## src/rtl/serial_parallel_sync_pkg.sv

```systemverilog
// Shared definitions for the serial-to-parallel synchroniser and its peers:
// the idle/alignment COMMA symbol, the default number of aligned commas
// needed to declare the link active, the FSM state encoding, and a helper
// that sizes the comma counter.
package serial_parallel_sync_pkg;

  // Idle symbol sent by the upstream serialiser whenever it has no data.
  localparam logic [7:0]  SP_COMMA      = 8'hBC;
  // Consecutive aligned COMMA words needed before the link is declared active.
  localparam int unsigned SP_ACTIVE_CNT = 32'd4;

  typedef enum logic [1:0] {
    ST_SEARCH  = 2'b00,
    ST_ALIGNED = 2'b01,
    ST_ACTIVE  = 2'b10
  } sp_state_e;

  // Width of a counter that must hold every value 0..n (never less than 1 bit).
  function automatic int unsigned sp_cnt_width(input int unsigned n);
    return (n < 32'd1) ? 32'd1 : $clog2(n + 32'd1);
  endfunction

endpackage

```

## src/rtl/serial_parallel_sync_comma_detect.sv

```systemverilog
// sp_comma_detect: combinational compare of an 8-bit candidate word against
// the COMMA symbol.
//   word_i  [7:0] candidate word {shift[6:0], serial bit}
//   match_o       high when word_i equals COMMA
module sp_comma_detect
  import serial_parallel_sync_pkg::*;
#(
  parameter logic [7:0] COMMA = SP_COMMA
) (
  input  logic [7:0] word_i,
  output logic       match_o
);

  assign match_o = (word_i == COMMA);

endmodule

```

## src/rtl/serial_parallel_sync.sv

```systemverilog
// serial_parallel_sync: recovers bytes from an MSB-first serial stream.
// A bit-level hunt looks for COMMA; once found, word boundaries are fixed and
// ACTIVE_CNT consecutive aligned COMMAs put the link into ACTIVE, where every
// non-COMMA word is presented as a registered parallel byte for 8 cycles.
// ACTIVE is only left through reset.
//   clk_SP        serial bit clock
//   reset_L       asynchronous active-low reset
//   data_in_SP    serial data, MSB of each byte first
//   data_out_SP   recovered byte (registered)
//   valid_out_SP  high while data_out_SP holds a non-COMMA byte received in ACTIVE
//   active_SP     high once synchronisation is achieved
module serial_parallel_sync
  import serial_parallel_sync_pkg::*;
#(
  parameter logic [7:0]  COMMA      = SP_COMMA,
  parameter int unsigned ACTIVE_CNT = SP_ACTIVE_CNT
) (
  input  logic       clk_SP,
  input  logic       reset_L,
  input  logic       data_in_SP,
  output logic [7:0] data_out_SP,
  output logic       valid_out_SP,
  output logic       active_SP
);

  localparam int unsigned          CNT_W   = sp_cnt_width(ACTIVE_CNT);
  localparam logic [CNT_W-1:0]     CNT_MAX = CNT_W'(ACTIVE_CNT);
  localparam logic [CNT_W-1:0]     CNT_ONE = CNT_W'(1);

  // The candidate word only ever uses the seven newest stored bits; the
  // eighth bit of the byte-wide shift register would fall out unobserved,
  // so only seven are kept.
  logic [6:0]       shift_q,     shift_d;
  sp_state_e        state_q,     state_d;
  logic [2:0]       bit_cnt_q,   bit_cnt_d;
  logic [CNT_W-1:0] comma_cnt_q, comma_cnt_d;
  logic [7:0]       data_q,      data_d;
  logic             valid_q,     valid_d;
  logic             active_q,    active_d;

  logic [7:0]       cand_s;
  logic             comma_hit_s;
  logic             boundary_s;
  logic [CNT_W-1:0] comma_inc_s;

  assign cand_s     = {shift_q, data_in_SP};
  assign boundary_s = (bit_cnt_q == 3'd7);
  // Saturating increment: the counter parks at ACTIVE_CNT and never wraps.
  assign comma_inc_s = (comma_cnt_q == CNT_MAX) ? comma_cnt_q : (comma_cnt_q + CNT_ONE);

  sp_comma_detect #(
    .COMMA (COMMA)
  ) u_comma_detect (
    .word_i  (cand_s),
    .match_o (comma_hit_s)
  );

  // Next-state and next-output logic for the hunt/align/active FSM.
  always_comb begin
    shift_d     = cand_s[6:0];
    state_d     = state_q;
    bit_cnt_d   = bit_cnt_q;
    comma_cnt_d = comma_cnt_q;
    data_d      = data_q;
    valid_d     = valid_q;
    active_d    = active_q;

    case (state_q)
      ST_SEARCH: begin
        bit_cnt_d = 3'd0;
        data_d    = 8'h00;
        valid_d   = 1'b0;
        active_d  = 1'b0;
        if (comma_hit_s) begin
          // This edge sampled the hunted COMMA's LSB, so the next bit is
          // the MSB of the following word: counter restarts at 0.
          comma_cnt_d = CNT_ONE;
          if (ACTIVE_CNT <= 32'd1) begin
            state_d  = ST_ACTIVE;
            active_d = 1'b1;
          end else begin
            state_d  = ST_ALIGNED;
          end
        end else begin
          comma_cnt_d = {CNT_W{1'b0}};
        end
      end

      ST_ALIGNED: begin
        bit_cnt_d = bit_cnt_q + 3'd1;
        data_d    = 8'h00;
        valid_d   = 1'b0;
        active_d  = 1'b0;
        if (boundary_s) begin
          if (comma_hit_s) begin
            comma_cnt_d = comma_inc_s;
            if (comma_inc_s == CNT_MAX) begin
              state_d  = ST_ACTIVE;
              active_d = 1'b1;
            end else begin
              state_d  = ST_ALIGNED;
            end
          end else begin
            // Misaligned or corrupted word: drop lock and hunt again.
            state_d     = ST_SEARCH;
            comma_cnt_d = {CNT_W{1'b0}};
          end
        end else begin
          state_d = ST_ALIGNED;
        end
      end

      ST_ACTIVE: begin
        bit_cnt_d = bit_cnt_q + 3'd1;
        active_d  = 1'b1;
        if (boundary_s) begin
          if (comma_hit_s) begin
            valid_d = 1'b0;
          end else begin
            data_d  = cand_s;
            valid_d = 1'b1;
          end
        end else begin
          valid_d = valid_q;
        end
      end

      default: begin
        state_d     = ST_SEARCH;
        bit_cnt_d   = 3'd0;
        comma_cnt_d = {CNT_W{1'b0}};
        data_d      = 8'h00;
        valid_d     = 1'b0;
        active_d    = 1'b0;
      end
    endcase
  end

  // State and output registers with asynchronous clear.
  always_ff @(posedge clk_SP or negedge reset_L) begin
    if (!reset_L) begin
      shift_q     <= 7'h00;
      state_q     <= ST_SEARCH;
      bit_cnt_q   <= 3'd0;
      comma_cnt_q <= {CNT_W{1'b0}};
      data_q      <= 8'h00;
      valid_q     <= 1'b0;
      active_q    <= 1'b0;
    end else begin
      shift_q     <= shift_d;
      state_q     <= state_d;
      bit_cnt_q   <= bit_cnt_d;
      comma_cnt_q <= comma_cnt_d;
      data_q      <= data_d;
      valid_q     <= valid_d;
      active_q    <= active_d;
    end
  end

  assign data_out_SP  = data_q;
  assign valid_out_SP = valid_q;
  assign active_SP    = active_q;

endmodule

```

## config.mk

```make
export PLATFORM = sky130hd
export DESIGN_NAME = serial_parallel_sync
export DESIGN_NICKNAME = d
export VERILOG_FILES = /design/src/rtl/serial_parallel_sync_pkg.sv /design/src/rtl/serial_parallel_sync_comma_detect.sv /design/src/rtl/serial_parallel_sync.sv
export SDC_FILE = /design/constraint.sdc
export NUM_CORES = 1
export LEC_CHECK = 0
export CAP_MARGIN = 20
export CORE_MARGIN = 2
export CORE_UTILIZATION = 48
export CTS_CLUSTER_SIZE = 12
export DETAILED_ROUTE_END_ITERATION = 7
export PLACE_DENSITY = 0.73
export RECOVER_POWER = 100
export SLEW_MARGIN = 20
export SYNTH_ARGS = -nofsm -noshare
export SYNTH_HDL_FRONTEND = slang
export SYNTH_SLANG_ARGS = --single-unit
```

## constraint.sdc

```tcl
create_clock -name clk_SP -period 1.8 [get_ports clk_SP]
set_clock_uncertainty 0.05 [all_clocks]
set_input_delay 0.18 -clock clk_SP [delete_from_list [all_inputs] [get_ports clk_SP]]
set_output_delay 0.18 -clock clk_SP [all_outputs]
set_load 0.05 [all_outputs]
```

## Yosys cells after proc, flatten, opt, wreduce, memory -nomap -nowiden

Cells that the tools add are included.

- $add $sub $neg: 2
- Multiply operators: 0
- Divide/modulo/power cells: 0
- Order comparisons: 0
- Eq/ne operators: 10
- Shifts and indexed selects: 0
- Multiplexer cells: 21
- Bitwise logic cells: 1
- Reductions and logical operators: 5

Operators with widths:

| operator | number |
|---|---|
| two-way mux 8 bit | 3 |
| two-way mux 3 bit | 4 |
| equality test 3 bit, second input constant | 3 |
| case mux 3 bit (3 select lines) | 1 |
| equality test 8 bit, second input constant | 1 |
| two-way mux 2 bit | 4 |
| != test 2 bit, second input constant | 4 |
| two-way mux 1 bit | 7 |
| adder 3 x 1 -> 3 bit, second input constant | 2 |
| case mux 2 bit (3 select lines) | 1 |
| AND reduction 2 bit | 3 |
| equality test 2 x 1 -> 1 bit, second input constant | 1 |
| equality test 2 bit, second input constant | 1 |
| zero test 2 bit | 1 |
| case mux 1 bit (2 select lines) | 1 |
| OR reduction 2 bit | 1 |
| NOT 1 bit | 1 |

- Register bits after elaboration: 25
- Bits in latches: 0
- Bits in writable memories: 0
- Bits in read-only memories: 0
- Input port bits: 3
- Memories kept: 0

## Logic depth before layout (Yosys ltp)

- Word-level depth: 7
- Depth in mapped cells: 6

## By module

A second synthesis with hierarchy kept.

- Cells, all modules: 103
- Area total of the unflattened synthesis: 1,113.6 um^2

Modules (own cells, without submodules):

| module | instances | cells an instance | area an instance (um^2) | sequential area each (um^2) |
|---|---|---|---|---|
| serial_parallel_sync | 1 | 100 | 1,088.5 | 625.6 |
| sp_comma_detect | 1 | 3 | 25.0 | 0.0 |

## Least setup slack after synthesis

No wires, ideal clock.

- Kind: reg2reg
- Start point: register comma_cnt_q[0]
- End point: register state_q[0]
- Library setup time: 0.126 ns
- Arrival: 1.638 ns
- Required time: 1.624 ns
- Slack: -0.014 ns
- Stages on the path, launching flop included: 7
- Path buffers: 0
- Period minus slack after synthesis: 1.814 ns
- Cell sequence: dfrtp_1 inv_1 ha_1 or3b_1 a311oi_2 nor3b_1 o32a_1

- Word-level cells in the longest chain between the ends: 7

Ends and longest elaborated chain:

| what | line | RTL |
|---|---|---|
| start, declared | serial_parallel_sync.sv:36 | `logic [CNT_W-1:0] comma_cnt_q, comma_cnt_d;` |
| start signal, assigned | serial_parallel_sync.sv:145 | `comma_cnt_q <= {CNT_W{1'b0}};` |
| start signal, assigned | serial_parallel_sync.sv:153 | `comma_cnt_q <= comma_cnt_d;` |
| adder 3 x 1 -> 3 bit or equality test 3 bit (tied branches) | serial_parallel_sync.sv:49 | `assign comma_inc_s = (comma_cnt_q == CNT_MAX) ? comma_cnt_q : (comma_cnt_q + CNT_ONE);` |
| two-way mux 3 bit * | serial_parallel_sync.sv:49 |  |
| equality test 3 bit * | serial_parallel_sync.sv:97 | `if (comma_inc_s == CNT_MAX) begin` |
| two-way mux 2 bit * | serial_parallel_sync.sv:97 |  |
| two-way mux 2 bit * | serial_parallel_sync.sv:95 | `if (comma_hit_s) begin` |
| two-way mux 2 bit * | serial_parallel_sync.sv:94 | `if (boundary_s) begin` |
| case mux 2 bit (3 select lines) * | serial_parallel_sync.sv:68 | `case (state_q)` |
| end signal, assigned | serial_parallel_sync.sv:151 | `state_q <= state_d;` |
| end, declared | serial_parallel_sync.sv:34 | `sp_state_e state_q, state_d;` |

Every way passes the cells marked *; elsewhere a longest branch is shown, timed or not.
A chain may end at the register's enable or synchronous reset.

## Final worst setup path

- Start point: register comma_cnt_q[1]
- End point: register state_q[1]

The elaborated chain is that of the path after synthesis.

==> impl_metrics.csv <==
group,metric,value,unit
route,wl_per_cell,13.34,um
global_routing,grt_max_degree,26,
floorplan,num_rows,17,
route,wl,1907,um
route,viasPerCell,5.252,
timing,slew_headroom,13.96,%
route,vias,751,
clock_tree,cts.path.max_buffers,2,
setup_path,r2r-end,"state_q[1]$_DFFE_PN0P_",
clock_tree,htree_levels,1,
floorplan,start_util,49.86,%
pwr,ir_drop,0.5371,mV
run,maxCapViolCount,0,
yosys,synth.area.top_cells,"dfrtp_1, ha_1, mux2i_1",
pwr,total_power,1.105,mW
pwr,cellPowerDensity,822.2,nW/um^2
global_routing,grt_first_pass_wirelength,3284,um
status,violations,"negative setup slack",
route,ant_nets,0,
timing,setup_ws,-0.005299,ns
setup_path,worstPathCellList,"inv_1, ha_2, or3b_1, a311oi_2, and4_1, mux2_2",
clock_tree,cts_buffers,3,
pwr,p_leak,0.5945,nW
floorplan,die_h,51.71,um
floorplan,num_io_pins,13,
setup_path,rrSetupSlack,-0.005,ns
yosys,synth_top_flop_cell,"dfrtp_1",
route,drt_iter0_markers,8,
global_routing,overflow,0,
floorplan,die_area,2673,um^2
clock_tree,cts.sinks,25,
timing,fin_setup_tns,-0.009997,ns
clock_tree,clkSlewWorstSetupHoldPaths,0.13,ns
timing,rsz0062_at_grt,"true",
yosys,synth_warnings,0,
timing,slew_viol_final,0,
global_routing,track_usage,16.81,%
setup_path,cp.arrival,2.01,ns
placed_design,io_buffers,12,
layout,final_nets,126,
placed_design,gp_congestion,0.6892,
timing,min_period,1.805,ns
setup_path,cp-startpoint,"comma_cnt_q[1]$_DFFE_PN0P_",
timing,fmax,553.9,MHz
timing,setup_violations,2,
yosys,netlist_area,1092,um^2
clock_tree,post_cts_buffers,0,
yosys,async_reset_ff_share,100.0,%
timing,fin_crit_sh,100.3,%
yosys,ys_ff_latch,25,
placed_design,place_area,1329,um^2
layout,final_cell_area,1344,um^2
setup_path,slowest_delay,0.42,ns
yosys,syn-num-nets,99,
clock_tree,root_buffer,"clkbuf_4",
placed_design,placed_cells,139,
layout,drive_gt1_share,15.65,%
yosys,synth_area_leader_cell,"dfrtp_1",
setup_path,endpoint,"state_q[1]$_DFFE_PN0P_",
setup_path,end_kind,"flop",
global_routing,grt_pass1_vias,758,
route,dr.pass1.iters,4,
layout,syn2layout_area_growth,23.02,%
status,outcome,"finished, violations left",
placed_design,hpwlAfterDp,1429,um
hold_path,hold_path_class,"flop to flop",
yosys,syn_area_per_cell,12.27,um^2
yosys,yosysSeqAreaShare,57.27,%
route,drc,0,
setup_path,critPathKind,"flop to flop",
clock_tree,clkLatencyLatePin,0.31,ns
clock_tree,cts_tree,"built",
setup_path,crit_path_top_delay_cell,"dfrtp_1",
timing,report.final.hold_viol_count,0,
global_routing,antenna_found_initial,0,
setup_path,cp.required,2.00,ns
setup_path,cp_max_fo,3,
yosys,yosysTopAreaCellShare,57.27,%
yosys,ys_types,29,
yosys,synth_cells,89,
setup_path,r2r_cells,6,
layout,final_cell_count_no_fill,143,
yosys,synth_edf_count,0,
setup_path,startpoint_type,"flop",
floorplan,die_w,51.71,um
timing,tightest_slew,1.291,ns
layout,n_antenna_cell,0,
setup_path,r2r_start,"comma_cnt_q[1]$_DFFE_PN0P_",
floorplan,core,2191,um^2
==> placed cells by master, fill, tap and decap left out, drive strengths merged, types with 2 or more instances in the layout <==
master / instances
a21boi: 4
a21oi: 3
a22o: 2
and2: 2
buf: 7
clkbuf: 7
clkdlybuf4s50: 10
dfrtp: 25
dlygate4sd3: 2
ha: 7
inv: 5
mux2i: 5
nand2: 9
nor2: 2
nor2b: 7
==> metrics by stage <==
step,util (%),hold WS [ns],worst slack [ns]
2_1_floorplan,-,-0.1656,0.02433
3_3_place_gp,60.65,0.3263,-0.05986
3_5_place_dp,60.65,0.3230,-0.09966
4_1_cts,62.02,0.1566,-0.01577
5_1_grt,61.34,0.3908,-0.08962
6_report,61.34,0.3558,-0.005299
==> state kept, by name (all words and copies together), names as in the netlist <==
signal	flops
active_SP	1
bit_cnt_q	3
comma_cnt_q	3
shift_q	7
data_out_SP	8
state_q	2
valid_out_SP	1
==> synth_stat cells, drive strengths merged (2+ instances only) <==
| cell | instances |
|---|---|
| dfrtp | 25 |
| nand2 | 9 |
| ha | 7 |
| nor2b | 7 |
| inv | 5 |
| mux2i | 5 |
| a21boi | 4 |
| a21oi | 3 |
| a22o | 2 |
| and2 | 2 |
| nor2 | 2 |
==> worst max-delay path, delay by kind of cell (launching register included) <==
family / cells / cell delay, ns
flip-flops: 1 / 0.42
AND/OR/NAND/NOR: 2 / 0.63
adder cells (fa/ha/maj): 1 / 0.17
multiplexers: 1 / 0.16
AO/OA/AOI/OAI: 1 / 0.26
buffers and inverters: 1 / 0.07
==> area by class of cell <==
| cell class | instances | area (um^2) |
|---|---|---|
| Sequential cell | 25 | 625.6 |
| Timing Repair Buffer | 23 | 187.7 |
| Clock inverter | 1 | 5.005 |
| Multi-Input combinational cell | 58 | 449.2 |
| Inverter | 5 | 18.77 |
| Fill cell | 192 | 847.1 |
| Clock buffer | 3 | 22.52 |
| Tap cell | 28 | 35.03 |
==> report_power, final <==
group / internal (mW) / total, mW / switching [mW]
logic: 0.105 / 0.229 / 0.124
registers: 0.610 / 0.635 / 0.0253
clock network: 0.0830 / 0.241 / 0.158
==> how the worst min path moves through the flow <==
| stage | from | end | slack (ns) | cells after the start |
|---|---|---|---|---|
| after global placement | shift_q[5]$_DFF_PN0_ | shift_q[6]$_DFF_PN0_ | 0.33 | 0 |
| after global routing | shift_q[2]$_DFF_PN0_ | shift_q[3]$_DFF_PN0_ | 0.39 | 0 |
| final | shift_q[5]$_DFF_PN0_ | shift_q[6]$_DFF_PN0_ | 0.36 | 0 |
| after CTS | reset_L | shift_q[2]$_DFF_PN0_ | 0.16 | 2 |
| after detailed placement | shift_q[5]$_DFF_PN0_ | shift_q[6]$_DFF_PN0_ | 0.32 | 0 |
| after floorplan | reset_L | active_SP$_DFF_PN0_ | -0.17 | 0 |
==> cell families (layout without fill, tap and decap cells) <==
group                    after synthesis  in the layout  synth area share [%]
AND/OR/NAND/NOR                       28             28                 14.66
AO/OA/AOI/OAI                         17             17                 12.37
multiplexers                           6              6                 5.613
adder cells (fa/ha/maj)                7              7                 8.018
flip-flops                            25             25                 57.27
buffers and inverters                  6             32                 2.062
==> layer usage <==
metal	up-vias	track usage, %	routed length (um)
met5	-	0	0
met4	0	3.947	13
met3	2	4.310	54
met2	10	28.85	955
met1	373	21.29	884
li1	366	-	-
==> timing repair <==
| action | in CTS | in global routing |
|---|---|---|
| pin swaps | 2 | 0 |
| resized for setup | 1 | 1 |
| endpoints found under the setup margin | 3 | 3 |
| hold buffers | 0 | 0 |
Power figures use the tool's default switching activity.
==> RTL edit 1: new RTL, config.mk and constraints unchanged <==
The package constant `SP_ACTIVE_CNT` goes from 32'd4 to 32'd3.
--- a/src/rtl/serial_parallel_sync_pkg.sv
+++ b/src/rtl/serial_parallel_sync_pkg.sv
@@ -8,5 +8,5 @@
   localparam logic [7:0]  SP_COMMA      = 8'hBC;
   // Consecutive aligned COMMA words needed before the link is declared active.
-  localparam int unsigned SP_ACTIVE_CNT = 32'd4;
+  localparam int unsigned SP_ACTIVE_CNT = 32'd3;
 
   typedef enum logic [1:0] {
Behaviour: no difference found for any inputs over 10 cycles, from zero or initial values and one cycle with reset_L low; that may be too few to reach the edited logic, so the function may still have changed.
==> RTL edit 1 against the original RTL <==
Power up 8.6%. Synthesized area fell by 1.0%. Count of clock-buffer cells in the layout unchanged. Fmax rose by 4.0%. Final cell count is 8.4% lower. Sequential cell count decreased by 1. Design area down 4.7%. Sequential power shrank 3.9%. Worst setup slack improved by 0.069 ns. Wire length is 3.6% lower. Critical path type is now register to primary output. Largest cell class unchanged.
==> RTL edit 1: results (changes against the original RTL) <==
STA
  – Worst hold margin: 0.391 ns (+0.0348 ns)

Worst setup path
  – Highest cell delay on the worst timing path: 0.81 ns (+0.39 ns)
  – Slowest-stage cell, CP: sky130_fd_sc_hd__clkdlybuf4s50_1
  – Top cell family by delay on the critical path: buffers and inverters
  – Reg2reg path depth: 5 (-1)
  – Worst r2r src: bit_cnt_q[0]
  – Arr. time, crit path: 1.51 ns (-0.50 ns)
  – Critical Path End: data_out_SP[0]

Yosys
  – Count of mapped cells out of synthesis: 88 (-1.1%)
  – Distinct cell type count of the synthesized netlist: 36 (+24%)
  – Synth top area cells: sky130_fd_sc_hd__dfrtp_1 (56%), sky130_fd_sc_hd__ha_1 (5.8%), sky130_fd_sc_hd__o221a_2 (4.2%)
  – Number of nets produced by synthesis: 96 (-3.0%)
  – Sequential element share of the synthesized area: 55.6% (-1.7 points)

Power
  – Static Leakage: 0.614 nW (+3.3%)
  – Worst voltage drop across the vdd grid: 0.000623 V (+16%)

Final layout
  – Count of nets after finishing: 112 (-11%)
  – Fill cell instance count of the final layout: 189 (-1.6%)

Outcome
  – Run status: finished, final reports clean

Drt
  – Met1 wire length: 916 µm (+3.6%)
  – Vias per cell: 5.45 (+3.8%)
  – Met2 layer wire length in the routed design: 873 µm (-8.6%)
  – Total via count after detailed routing: 714 (-4.9%)
  – Detail Route met3 WL: 34 µm (-37%)

Global routing
  – Number of global-route vias before repair: 662 (-13%)
  – Met2 track demand over resource in global routing: 23.7% (-5.1 points)
  – Maximum number of pins on one net before global-route repair: 25 (-3.8%)
  – First-pass GRT wire length: 3.13 mm (-4.8%)
  – Met3 track utilization from global routing: 2.63% (-1.7 points)

Placement
  – Gp weighted congestion: 0.800 (+16%)
  – Half-perimeter wire length after detailed placement: 1.31 mm (-8.2%)

Min path
  – Hold Path End: shift_q[2]

Die
  – Initial Utilization: 49.8% (about the same)
## RTL edit 1: changes by cell type in the layout (fill, tap and decap cells not counted), moves of 3 or more
cell	change
sky130_fd_sc_hd__mux2i_1	-5
sky130_fd_sc_hd__a21boi_0	-4
sky130_fd_sc_hd__a31oi_1	+4
sky130_fd_sc_hd__nand2_1	-4
sky130_fd_sc_hd__nor2b_1	-4
sky130_fd_sc_hd__o221a_2	+4
sky130_fd_sc_hd__buf_4	-3
sky130_fd_sc_hd__o311a_1	+3
## RTL edit 1: kinds of logic after synthesis
family | after synthesis
adder cells (fa/ha/maj) | 5
buffers and inverters | 9
flip-flops | 24
AO/OA/AOI/OAI | 25
multiplexers | 1
AND/OR/NAND/NOR | 24
## RTL edit 1: final cells by class
type	count	area share [%]
clock inverter	1	2.35
timing repair buffer	17	11.5
clock buffer	3	1.76
tap	28	2.74
sequential	24	46.9
inverter	3	0.880
multi-input combinational	55	33.8
## RTL edit 1: through the flow
| stage | power [mW] | setup slack (ns) | instance area, µm² |
|---|---|---|---|
| floorplan | 0.758 | 0.149 | 1080 |
| global placement | 0.819 | 0.117 | 1240 |
| detailed placement | 0.830 | 0.103 | 1240 |
| CTS | 1.21 | 0.0429 | 1290 |
| global route | 1.28 | 0.00587 | 1280 |
| finish | 1.20 | 0.0642 | 1280 |
## RTL edit 1: repair_timing
action,CTS,global route
setup buffers,0,0
setup endpoints to repair,0,1
gates resized for setup,0,1
## RTL edit 1: power by group through the flow
stage          Combinational, mW  Sequential [mW]  Clock [mW]
6_report                   0.206            0.610       0.384
4_1_cts                    0.211            0.611       0.389
3_3_place_gp               0.201            0.618           0
5_1_grt                    0.241            0.618       0.426
2_1_floorplan              0.145            0.612           0
3_5_place_dp               0.209            0.620           0
==> RTL edit 2: new RTL, same flow settings <==
Without the edit above. Register the input `data_in_SP` before use. The logic sees it one clock later.
--- a/src/rtl/serial_parallel_sync.sv
+++ b/src/rtl/serial_parallel_sync.sv
@@ -28,4 +28,10 @@
   localparam logic [CNT_W-1:0]     CNT_ONE = CNT_W'(1);
 
+  logic data_in_SP_q;
+
+  always_ff @(posedge clk_SP) begin
+    data_in_SP_q <= data_in_SP;
+  end
+
   // The candidate word only ever uses the seven newest stored bits; the
   // eighth bit of the byte-wide shift register would fall out unobserved,
@@ -44,5 +50,5 @@
   logic [CNT_W-1:0] comma_inc_s;
 
-  assign cand_s     = {shift_q, data_in_SP};
+  assign cand_s     = {shift_q, data_in_SP_q};
   assign boundary_s = (bit_cnt_q == 3'd7);
   // Saturating increment: the counter parks at ACTIVE_CNT and never wraps.
Behaviour: same outputs for any inputs over 10 cycles, from zero or initial values and one cycle with reset_L low; that may be too few to reach the edited logic, so the function may still have changed.
==> RTL edit 2 against the original RTL <==
Synthesized cell count increased by 1.1%. Synthesized area up 1.8%. Power rose by 7.1%. Critical path type unchanged. Wire length rose by 5.2%. Worst setup slack gained 0.030 ns. Design area grew 3.6%. Sequential cell count up 1. Largest cell class unchanged. First-iteration DRC count is 38% lower.
==> RTL edit 2: results (changes against the original RTL) <==
Worst setup path
  – Arr. time, crit path: 1.95 ns (-0.06 ns)
  – Startpoint of the most critical setup path: comma_cnt_q[0]

Placement
  – Post-placement cell area: 1350 µm² (+1.5%)
  – Dpl ws: -0.0228 ns (+0.0769 ns)
  – Half-perimeter wire length after detailed placement: 1.48 mm (+3.5%)
  – # placed instances: 140 (+0.72%)

Yosys
  – Distinct cell type count of the synthesized netlist: 30 (+3.4%)
  – Sequential element share of the synthesized area: 58.0% (+0.77 points)
  – Multiplexer share of the synthesized area: 5.51% (-0.10 points)
  – Post-Synth Adder-Cell Area: 7.87% (-0.14 points)
  – Compound-cell area share of the yosys netlist: 12.1% (-0.22 points)
  – Syn_area_per_cell: 12.4 µm² (+0.70%)

Power
  – Worst voltage drop across the vdd grid: 0.000817 V (+52%)
  – Combinational cell fraction of total power: 19.4% (-1.3 points)
  – Internal power summed over all cells: 864 µW (+8.2%)
  – Clock-net power: 293 µW (+22%)
  – Total net switching power: 319 µW (+4.1%)

STA
  – Aggregate negative setup slack: 0 ns (+0.0100 ns)

Global routing
  – Met2 track demand over resource in global routing: 27.6% (-1.2 points)
  – First-pass GRT wire length: 3.51 mm (+6.7%)
  – Number of global-route vias before repair: 743 (-2.0%)
  – Total global-route track usage: 18.2% (+1.4 points)

Outcome
  – Run status: finished, final reports clean

Final layout
  – Fill cell instance count of the final layout: 189 (-1.6%)

Drt
  – Wirelength, routed: 2.01 mm (+5.2%)
  – Detail Route met3 WL: 41 µm (-24%)
  – Total via count after detailed routing: 752 (+0.13%)
-- RTL edit 2: cell count changes in the layout (fill, tap and decap cells not counted) --
| cell | unedited run | this run |
|---|---|---|
| sky130_fd_sc_hd__clkinv_2 | 1 | 0 |
| sky130_fd_sc_hd__dlygate4sd3_1 | 2 | 1 |
| sky130_fd_sc_hd__clkbuf_2 | 0 | 1 |
| sky130_fd_sc_hd__dfxtp_1 | 0 | 1 |
| sky130_fd_sc_hd__clkdlybuf4s50_1 | 10 | 11 |
| sky130_fd_sc_hd__clkbuf_8 | 0 | 1 |
| sky130_fd_sc_hd__clkbuf_1 | 4 | 3 |
| sky130_fd_sc_hd__mux2_2 | 1 | 0 |
| sky130_fd_sc_hd__mux2_4 | 0 | 1 |
| sky130_fd_sc_hd__buf_4 | 7 | 9 |
-- RTL edit 2: final timing paths --
path / end / slack, ns / cells past startpoint
hold reg to reg: shift_q[0] / 0.32 / 0
min in group asynchronous: data_out_SP[2] / 0.53 / 2
max in group asynchronous: shift_q[5] / 0.42 / 2
hold / removal: shift_q[0] / 0.32 / 0
setup / recovery: state_q[0] / 0.02 / 5
setup reg to reg: state_q[0] / 0.02 / 5
-- RTL edit 2: area by class of cell --
| type | instances | share of cell area (%) |
|---|---|---|
| repair buffers | 25 | 14.6 |
| clock buffers | 4 | 2.61 |
| flip-flops and latches | 26 | 46.4 |
| well taps | 28 | 2.52 |
| multi-input cells | 58 | 32.5 |
| inverters | 5 | 1.35 |
-- RTL edit 2: repair_timing --
item / CTS / global route
resized for setup: 0 / 3
pin swaps: 2 / 1
endpoints found under the setup margin: 2 / 3
setup buffers: 0 / 2
